--- config.mk ---
export PLATFORM = sky130hd
export DESIGN_NAME = midi_voice_allocator
export DESIGN_NICKNAME = d
export VERILOG_FILES = /design/src/rtl/synth_pkg.sv /design/src/rtl/midi_parser.sv /design/src/rtl/midi_voice_allocator.sv
export SDC_FILE = /design/constraint.sdc
export NUM_CORES = 1
export LEC_CHECK = 0
export BUFFER_PORTS_ARGS = -buffer_cell sky130_fd_sc_hd__buf_2
export CAP_MARGIN = 20
export CORE_MARGIN = 2
export CORE_UTILIZATION = 50
export CTS_BUF_LIST = sky130_fd_sc_hd__clkbuf_4
export CTS_CLUSTER_DIAMETER = 50
export DETAILED_ROUTE_END_ITERATION = 6
export PLACE_DENSITY = 0.89
export SYNTH_ARGS = -nofsm -noshare
export SYNTH_HDL_FRONTEND = slang
export SYNTH_SLANG_ARGS = --single-unit
--- constraint.sdc ---
create_clock -name clk -period 8.9 [get_ports clk]
set_input_delay 1.335 -clock clk [delete_from_list [all_inputs] [get_ports clk]]
set_output_delay 1.335 -clock clk [all_outputs]
set_load 0.1 [all_outputs]
--- src/rtl/synth_pkg.sv ---
// Shared constants, parser state encoding and the MIDI note frequency table
// (Hz * 1024, rounded to nearest) for the 8-voice synthesizer front end.
package synth_pkg;

  localparam int unsigned NUM_VOICES = 8;

  localparam logic [3:0] NOTE_OFF      = 4'h8;
  localparam logic [3:0] NOTE_ON       = 4'h9;
  localparam logic [3:0] POLY_PRESSURE = 4'hA;
  localparam logic [3:0] CC            = 4'hB;
  localparam logic [3:0] PITCH_BEND    = 4'hE;

  localparam logic [6:0] CC_ALL_NOTES_OFF = 7'd123;

  typedef enum logic [1:0] {
    ST_IDLE,
    ST_D1,
    ST_D2,
    ST_APPLY
  } parser_state_t;

  typedef logic [127:0][31:0] freq_table_t;

  // Equal temperament around A4 = 440 Hz; evaluated only at elaboration time.
  function automatic logic [31:0] note_freq_calc(input int unsigned k);
    real f;
    f = 450560.0 * (2.0 ** ((real'(k) - 69.0) / 12.0));
    return 32'($rtoi(f + 0.5));
  endfunction

  function automatic freq_table_t build_freq_table();
    freq_table_t t;
    for (int unsigned k = 0; k < 128; k++) begin
      t[k[6:0]] = note_freq_calc(k);
    end
    return t;
  endfunction

  localparam freq_table_t NOTE_FREQ = build_freq_table();

endpackage

--- src/rtl/midi_parser.sv ---
// MIDI byte parser: classifies bytes, tracks running status and emits a
// one-cycle message strobe (status, d1, d2) one cycle after the APPLY state.
module midi_parser
  import synth_pkg::*;
(
  input  logic       clk,
  input  logic       reset_n,
  input  logic [7:0] midi_byte,
  input  logic       midi_valid,
  output logic       midi_ready,
  output logic       msg_valid,
  output logic [7:0] msg_status,
  output logic [6:0] msg_d1,
  output logic [6:0] msg_d2
);

  parser_state_t state;
  logic [7:0]    running;
  logic [6:0]    d1;
  logic          two_data;
  logic          accept;

  always_comb begin
    two_data = 1'b0;
    case (running[7:4])
      NOTE_OFF, NOTE_ON, POLY_PRESSURE, CC, PITCH_BEND: two_data = 1'b1;
      default:                                          two_data = 1'b0;
    endcase
  end

  assign accept = midi_valid && midi_ready;

  always_ff @(posedge clk or negedge reset_n) begin
    if (!reset_n) begin
      state      <= ST_IDLE;
      running    <= '0;
      d1         <= '0;
      midi_ready <= 1'b1;
      msg_valid  <= 1'b0;
      msg_status <= '0;
      msg_d1     <= '0;
      msg_d2     <= '0;
    end else begin
      msg_valid <= 1'b0;
      if (state == ST_APPLY) begin
        state      <= ST_D1;
        midi_ready <= 1'b1;
        msg_valid  <= 1'b1;
      end else if (accept) begin
        if (midi_byte[7:4] == 4'hF) begin
          // Real-time bytes (F8-FF) leave the parser untouched.
          if (!midi_byte[3]) begin
            state   <= ST_IDLE;
            running <= '0;
          end
        end else if (midi_byte[7]) begin
          running <= midi_byte;
          state   <= ST_D1;
        end else begin
          case (state)
            ST_D1: begin
              if (two_data) begin
                d1    <= midi_byte[6:0];
                state <= ST_D2;
              end
            end
            ST_D2: begin
              msg_status <= running;
              msg_d1     <= d1;
              msg_d2     <= midi_byte[6:0];
              state      <= ST_APPLY;
              midi_ready <= 1'b0;
            end
            default: ;
          endcase
        end
      end
    end
  end

endmodule

--- src/rtl/midi_voice_allocator.sv ---
// MIDI-to-voice allocator: turns parsed channel messages into registered
// per-voice frequency/volume/active controls for the 8-voice synthesizer.
module midi_voice_allocator
  import synth_pkg::*;
#(
  parameter int unsigned CHANNEL      = 0,
  parameter int unsigned VOLUME_SHIFT = 16
) (
  input  logic        clk,
  input  logic        reset_n,
  input  logic [7:0]  midi_byte,
  input  logic        midi_valid,
  output logic        midi_ready,
  output logic [31:0] frequencies   [NUM_VOICES-1:0],
  output logic [31:0] voice_volumes [NUM_VOICES-1:0],
  output logic [7:0]  voice_active
);

  logic       msg_valid;
  logic [7:0] msg_status;
  logic [6:0] msg_d1;
  logic [6:0] msg_d2;

  midi_parser u_parser (
    .clk        (clk),
    .reset_n    (reset_n),
    .midi_byte  (midi_byte),
    .midi_valid (midi_valid),
    .midi_ready (midi_ready),
    .msg_valid  (msg_valid),
    .msg_status (msg_status),
    .msg_d1     (msg_d1),
    .msg_d2     (msg_d2)
  );

  logic [6:0]  voice_note [NUM_VOICES];
  logic [2:0]  voice_age  [NUM_VOICES];

  logic        on_channel;
  logic        do_alloc;
  logic        do_release;
  logic        do_all_off;
  logic [31:0] new_volume;

  assign on_channel = msg_valid && (msg_status[3:0] == 4'(CHANNEL));
  assign do_alloc   = on_channel && (msg_status[7:4] == NOTE_ON) && (msg_d2 != '0);
  assign do_release = on_channel && ((msg_status[7:4] == NOTE_OFF) ||
                                     ((msg_status[7:4] == NOTE_ON) && (msg_d2 == '0)));
  assign do_all_off = on_channel && (msg_status[7:4] == CC) && (msg_d1 == CC_ALL_NOTES_OFF);
  assign new_volume = 32'(msg_d2) << VOLUME_SHIFT;

  logic       hit_found;
  logic [2:0] hit_idx;
  logic       free_found;
  logic [2:0] free_idx;
  logic [2:0] old_idx;
  logic [2:0] old_age;
  logic [2:0] target;

  // Strict '>' on age keeps the lowest index on ties; it only matters when every voice is busy.
  always_comb begin
    hit_found  = 1'b0;
    hit_idx    = '0;
    free_found = 1'b0;
    free_idx   = '0;
    old_idx    = '0;
    old_age    = voice_age[0];
    for (int unsigned i = 0; i < NUM_VOICES; i++) begin
      if (!hit_found && voice_active[i] && (voice_note[i] == msg_d1)) begin
        hit_found = 1'b1;
        hit_idx   = 3'(i);
      end
      if (!free_found && !voice_active[i]) begin
        free_found = 1'b1;
        free_idx   = 3'(i);
      end
      if (voice_age[i] > old_age) begin
        old_age = voice_age[i];
        old_idx = 3'(i);
      end
    end
    target = hit_found ? hit_idx : (free_found ? free_idx : old_idx);
  end

  always_ff @(posedge clk or negedge reset_n) begin
    if (!reset_n) begin
      voice_active <= '0;
      for (int unsigned i = 0; i < NUM_VOICES; i++) begin
        frequencies[i]   <= NOTE_FREQ[69];
        voice_volumes[i] <= '0;
        voice_note[i]    <= '0;
        voice_age[i]     <= '0;
      end
    end else if (do_all_off) begin
      voice_active <= '0;
      for (int unsigned i = 0; i < NUM_VOICES; i++) begin
        voice_volumes[i] <= '0;
      end
    end else if (do_release) begin
      // Frequency is held on release so the oscillator never sees a step.
      for (int unsigned i = 0; i < NUM_VOICES; i++) begin
        if (voice_active[i] && (voice_note[i] == msg_d1)) begin
          voice_volumes[i] <= '0;
          voice_active[i]  <= 1'b0;
        end
      end
    end else if (do_alloc) begin
      for (int unsigned i = 0; i < NUM_VOICES; i++) begin
        if (3'(i) == target) begin
          frequencies[i]   <= NOTE_FREQ[msg_d1];
          voice_volumes[i] <= new_volume;
          voice_active[i]  <= 1'b1;
          voice_note[i]    <= msg_d1;
          voice_age[i]     <= '0;
        end else if (voice_active[i] && (voice_age[i] != 3'd7)) begin
          voice_age[i] <= voice_age[i] + 3'd1;
        end
      end
    end
  end

endmodule

==> qor.csv <==
stage,metric,value,unit
global_routing,busiest_layer,met2,
power_and_ir_drop,intPower,3.43,mW
layout,nNetsFinal,2386,
drt,viasPerCell,5.82,
drt,vias,17100,
yosys,synthFlopType,dfrtp_1,
power_and_ir_drop,p_leak,13.2,nW
drt,wl_per_cell,23.2,um
critical_path,endpoint_kind,flip-flop,
power_and_ir_drop,seqPwrFrac,28.5,%
die,rows,76,
clock_network,clk_latency,0.90,ns
clock_network,clockBufferDepth,3,
sta,fin_skew,0.0998,ns
sta,finalCriticalPeriod,9.10,ns
power_and_ir_drop,finalPower,6.86,mW
power_and_ir_drop,clkPwrFrac,22.0,%
yosys,netlist_area,0.0215,mm^2
placement,hpwl,40800,um
critical_path,crit_start,voice_age[20],
yosys,synth_cells,1952,
power_and_ir_drop,swShare,49.9,%
clock_network,cts_made_buffers,97,
power_and_ir_drop,power_frac_comb,49.5,%
critical_path,cp.required,9.60,ns
yosys,yosysTopAreaCell,dfrtp_1,
sta,setup_viol,178,
placement,portBuffers,267,
die,die_area,0.0447,mm^2
die,io_pins,532,
critical_path,cpMaxStageDelayCell,dfrtp_1,
hold_path,min_path_type,reg -> reg,
drt,drt-total-wl,68400,um
hold_path,min_from,frequencies[194],
yosys,synth_area_leaders,"dfrtp_1 (39%), mux2_2 (10%), buf_4 (9.6%), dfstp_2 (5.0%), ha_1 (3.2%)",
global_routing,grt_pass1_wl,93100,um
layout,area_growth,18.7,%
drt,drt_pass1_iterations,7,
placement,globalplace.congestion,0.970,
sta,fin_setup_tns,-11.27,ns
sta,maxSlewHeadroom,10.8,%
clock_network,cts_hold_buf,0,
layout,layout-drive-gt1-share,39.7,%
global_routing,grt-ovfl-total,0,
drt,ant_nets,0,
global_routing,met1_usage,33.4,%
clock_network,cts_tree,built,
global_routing,grt_start_max_net_pins,187,
yosys,synth-seq-cells,377,
global_routing,groute.usage.overall,26.8,%
critical_path,crit_arrival,9.80,ns
global_routing,grt_use_met2,43.5,%
critical_path,critPathKind,reg -> reg,
global_routing,antenna_found_initial,4,
drt,drc_errors,9,
yosys,yosysSeqAreaShare,44.1,%
yosys,ys_top_cells_by_count,"dfrtp_1 (336), buf_4 (276), mux2_2 (191)",
clock_network,clock-sinks,377,
outcome,status,"complete, but fails checks",
die,die_w,211,um
sta,hold_violations,0,
yosys,ys_types,93,
yosys,avgSynthCellArea,11.0,um^2
die,die_h,211,um
job,drv_cap,0,
yosys,synth_top_area_share,39.1,%
drt,drt_iter0_markers,1838,
power_and_ir_drop,powerDensity,268,mW/mm^2
critical_path,slowest_delay,0.41,ns
sta,fmax,110,MHz
global_routing,met3_usage,7.49,%
sta,worst_slew_pin_slew,1.33,ns
critical_path,start_kind,flip-flop,
sta,setup_ws,-0.197,ns
clock_network,clock-root-buffer,clkbuf_4,
critical_path,regToRegStartpoint,voice_age[20],
power_and_ir_drop,switchingPower,3.42,mW
critical_path,path_common_cell,ha_4,
yosys,synth_edf_count,0,
sta,drv_slew,0,
sta,fin_crit_sh,102,%
die,floorplan.initialDensity,50.3,%
sta,grt_setup_unrepaired,true,
critical_path,critPathMaxFanout,6,
outcome,failed_checks,"DRC, setup timing",
power_and_ir_drop,vdd_drop_max,166,uV
die,core-area,0.0428,mm^2
yosys,async_reset_ff_share,100,%
clock_network,cts.reportedPaths.clkPinSlew,0.07,ns
yosys,synth.most_common_cell,dfrtp_1,
yosys,yosys_warnings,0,
global_routing,grt_pass1_vias,16300,
clock_network,h-tree-depth,3,
cell usage in the layout (no fill, tap or decap), types with 12 or more instances in the layout:
cell type / netlist / final
mux2_4: 20 / 102
buf_6: 7 / 14
ha_1: 55 / 43
nand3_1: 21 / 20
a21o_1: 16 / 15
mux4_2: 14 / 14
a21oi_1: 84 / 77
mux2_1: 54 / 30
nor3_1: 17 / 13
o2bb2ai_2: 0 / 15
mux2_2: 191 / 133
nand2_1: 129 / 127
xnor2_1: 20 / 20
clkbuf_16: 0 / 12
conb_1: 1 / 264
buf_2: 46 / 267
mux2i_1: 21 / 18
o21ai_0: 87 / 84
nor2_1: 73 / 68
o22ai_1: 15 / 12
a211oi_1: 24 / 24
dfrtp_1: 336 / 331
xor2_1: 36 / 36
dfstp_2: 41 / 41
buf_4: 276 / 69
clkinv_1: 4 / 24
a22o_1: 39 / 39
o211ai_1: 12 / 12
clkbuf_4: 0 / 143
inv_1: 37 / 34
ha_4: 0 / 12
buf_12: 2 / 16
worst max-delay path: cells and delay by family, from the launching register on:
kind | cells | cell delay [ns]
mux | 7 | 2.11
compound gates | 10 | 2.28
fa+ha+maj | 7 | 1.72
simple gates | 8 | 1.44
flops | 1 | 0.41
buf+inv | 6 | 1.00
area by class of cell:
| type | instances | area [um^2] |
|---|---|---|
| fill | 3272 | 17300 |
| multi-input combinational | 1417 | 11200 |
| sequential | 377 | 9490 |
| timing repair buffer | 386 | 2790 |
| clock buffer | 143 | 1070 |
| tap | 546 | 683 |
| inverter | 41 | 154 |
| clock inverter | 31 | 140 |
| antenna | 2 | 5.00 |
logic make-up (layout without fill, tap and decap cells):
kind of cell	Yosys count	in the layout	synth area share, %
flops	377	377	44.1
fa+ha+maj	55	55	3.20
compound gates	399	399	12.9
buf+inv	421	601	12.8
mux	300	300	16.7
simple gates	343	343	8.03
other cells	1	266	0.0174
xor+xnor	56	56	2.28
sequential cells by signal (all words and copies together) (netlist names):
| register | cells |
|---|---|
| frequencies | 192 |
| u_parser.msg_status | 8 |
| voice_active | 8 |
| voice_note | 56 |
| voice_age | 24 |
| u_parser.msg_d1 | 7 |
| u_parser.state | 2 |
| u_parser.msg_d2 | 7 |
| u_parser.d1 | 7 |
| u_parser.running | 8 |
| voice_volumes | 56 |
| u_parser.midi_ready | 1 |
| u_parser.msg_valid | 1 |
final timing paths:
check                                      to  slack (ns)  cells past startpoint
hold / removal               frequencies[194]        0.49                      1
setup reg to reg             frequencies[168]       -0.20                     38
hold reg to reg              frequencies[194]        0.49                      1
min in group asynchronous    frequencies[200]        0.56                      1
max in group asynchronous  u_parser.msg_d1[3]        6.78                      2
setup / recovery             frequencies[168]       -0.20                     38
timing repair:
action	in CTS	in global routing
gates resized for setup	25	187
endpoints found under the setup margin	320	335
buffers inserted	10	22
pin swaps	11	44
gates cloned	2	16
through the flow:
stage	cell area, um^2	util [%]	hold slack [ns]	worst slack, ns	cells
6_report	25500	59.7	0.487	-0.197	2943
5_1_grt	25500	59.7	0.504	-0.463	2943
4_1_cts	24100	56.3	0.487	0.0160	2902
3_5_place_dp	22600	52.9	0.475	-0.309	2716
3_3_place_gp	22600	52.9	0.463	0.0151	2715
2_1_floorplan	22500	-	0.446	0.0157	2215
power groups by stage:
stage / combinational [mW] / sequential [mW] / clock (mW)
2_1_floorplan: 2.36 / 2.02 / 0
3_3_place_gp: 3.12 / 1.97 / 0
3_5_place_dp: 3.18 / 1.98 / 0
4_1_cts: 3.19 / 1.95 / 1.51
5_1_grt: 3.55 / 1.97 / 1.62
6_report: 3.39 / 1.95 / 1.51
metal layers:
layer / up-vias / routed length [um]
met1: 8413 / 25200
met4: 2 / 3480
li1: 7225 / -
met3: 266 / 7250
met5: - / 13
met2: 1216 / 32400
Note: power is estimated with default switching activity, not from simulation.
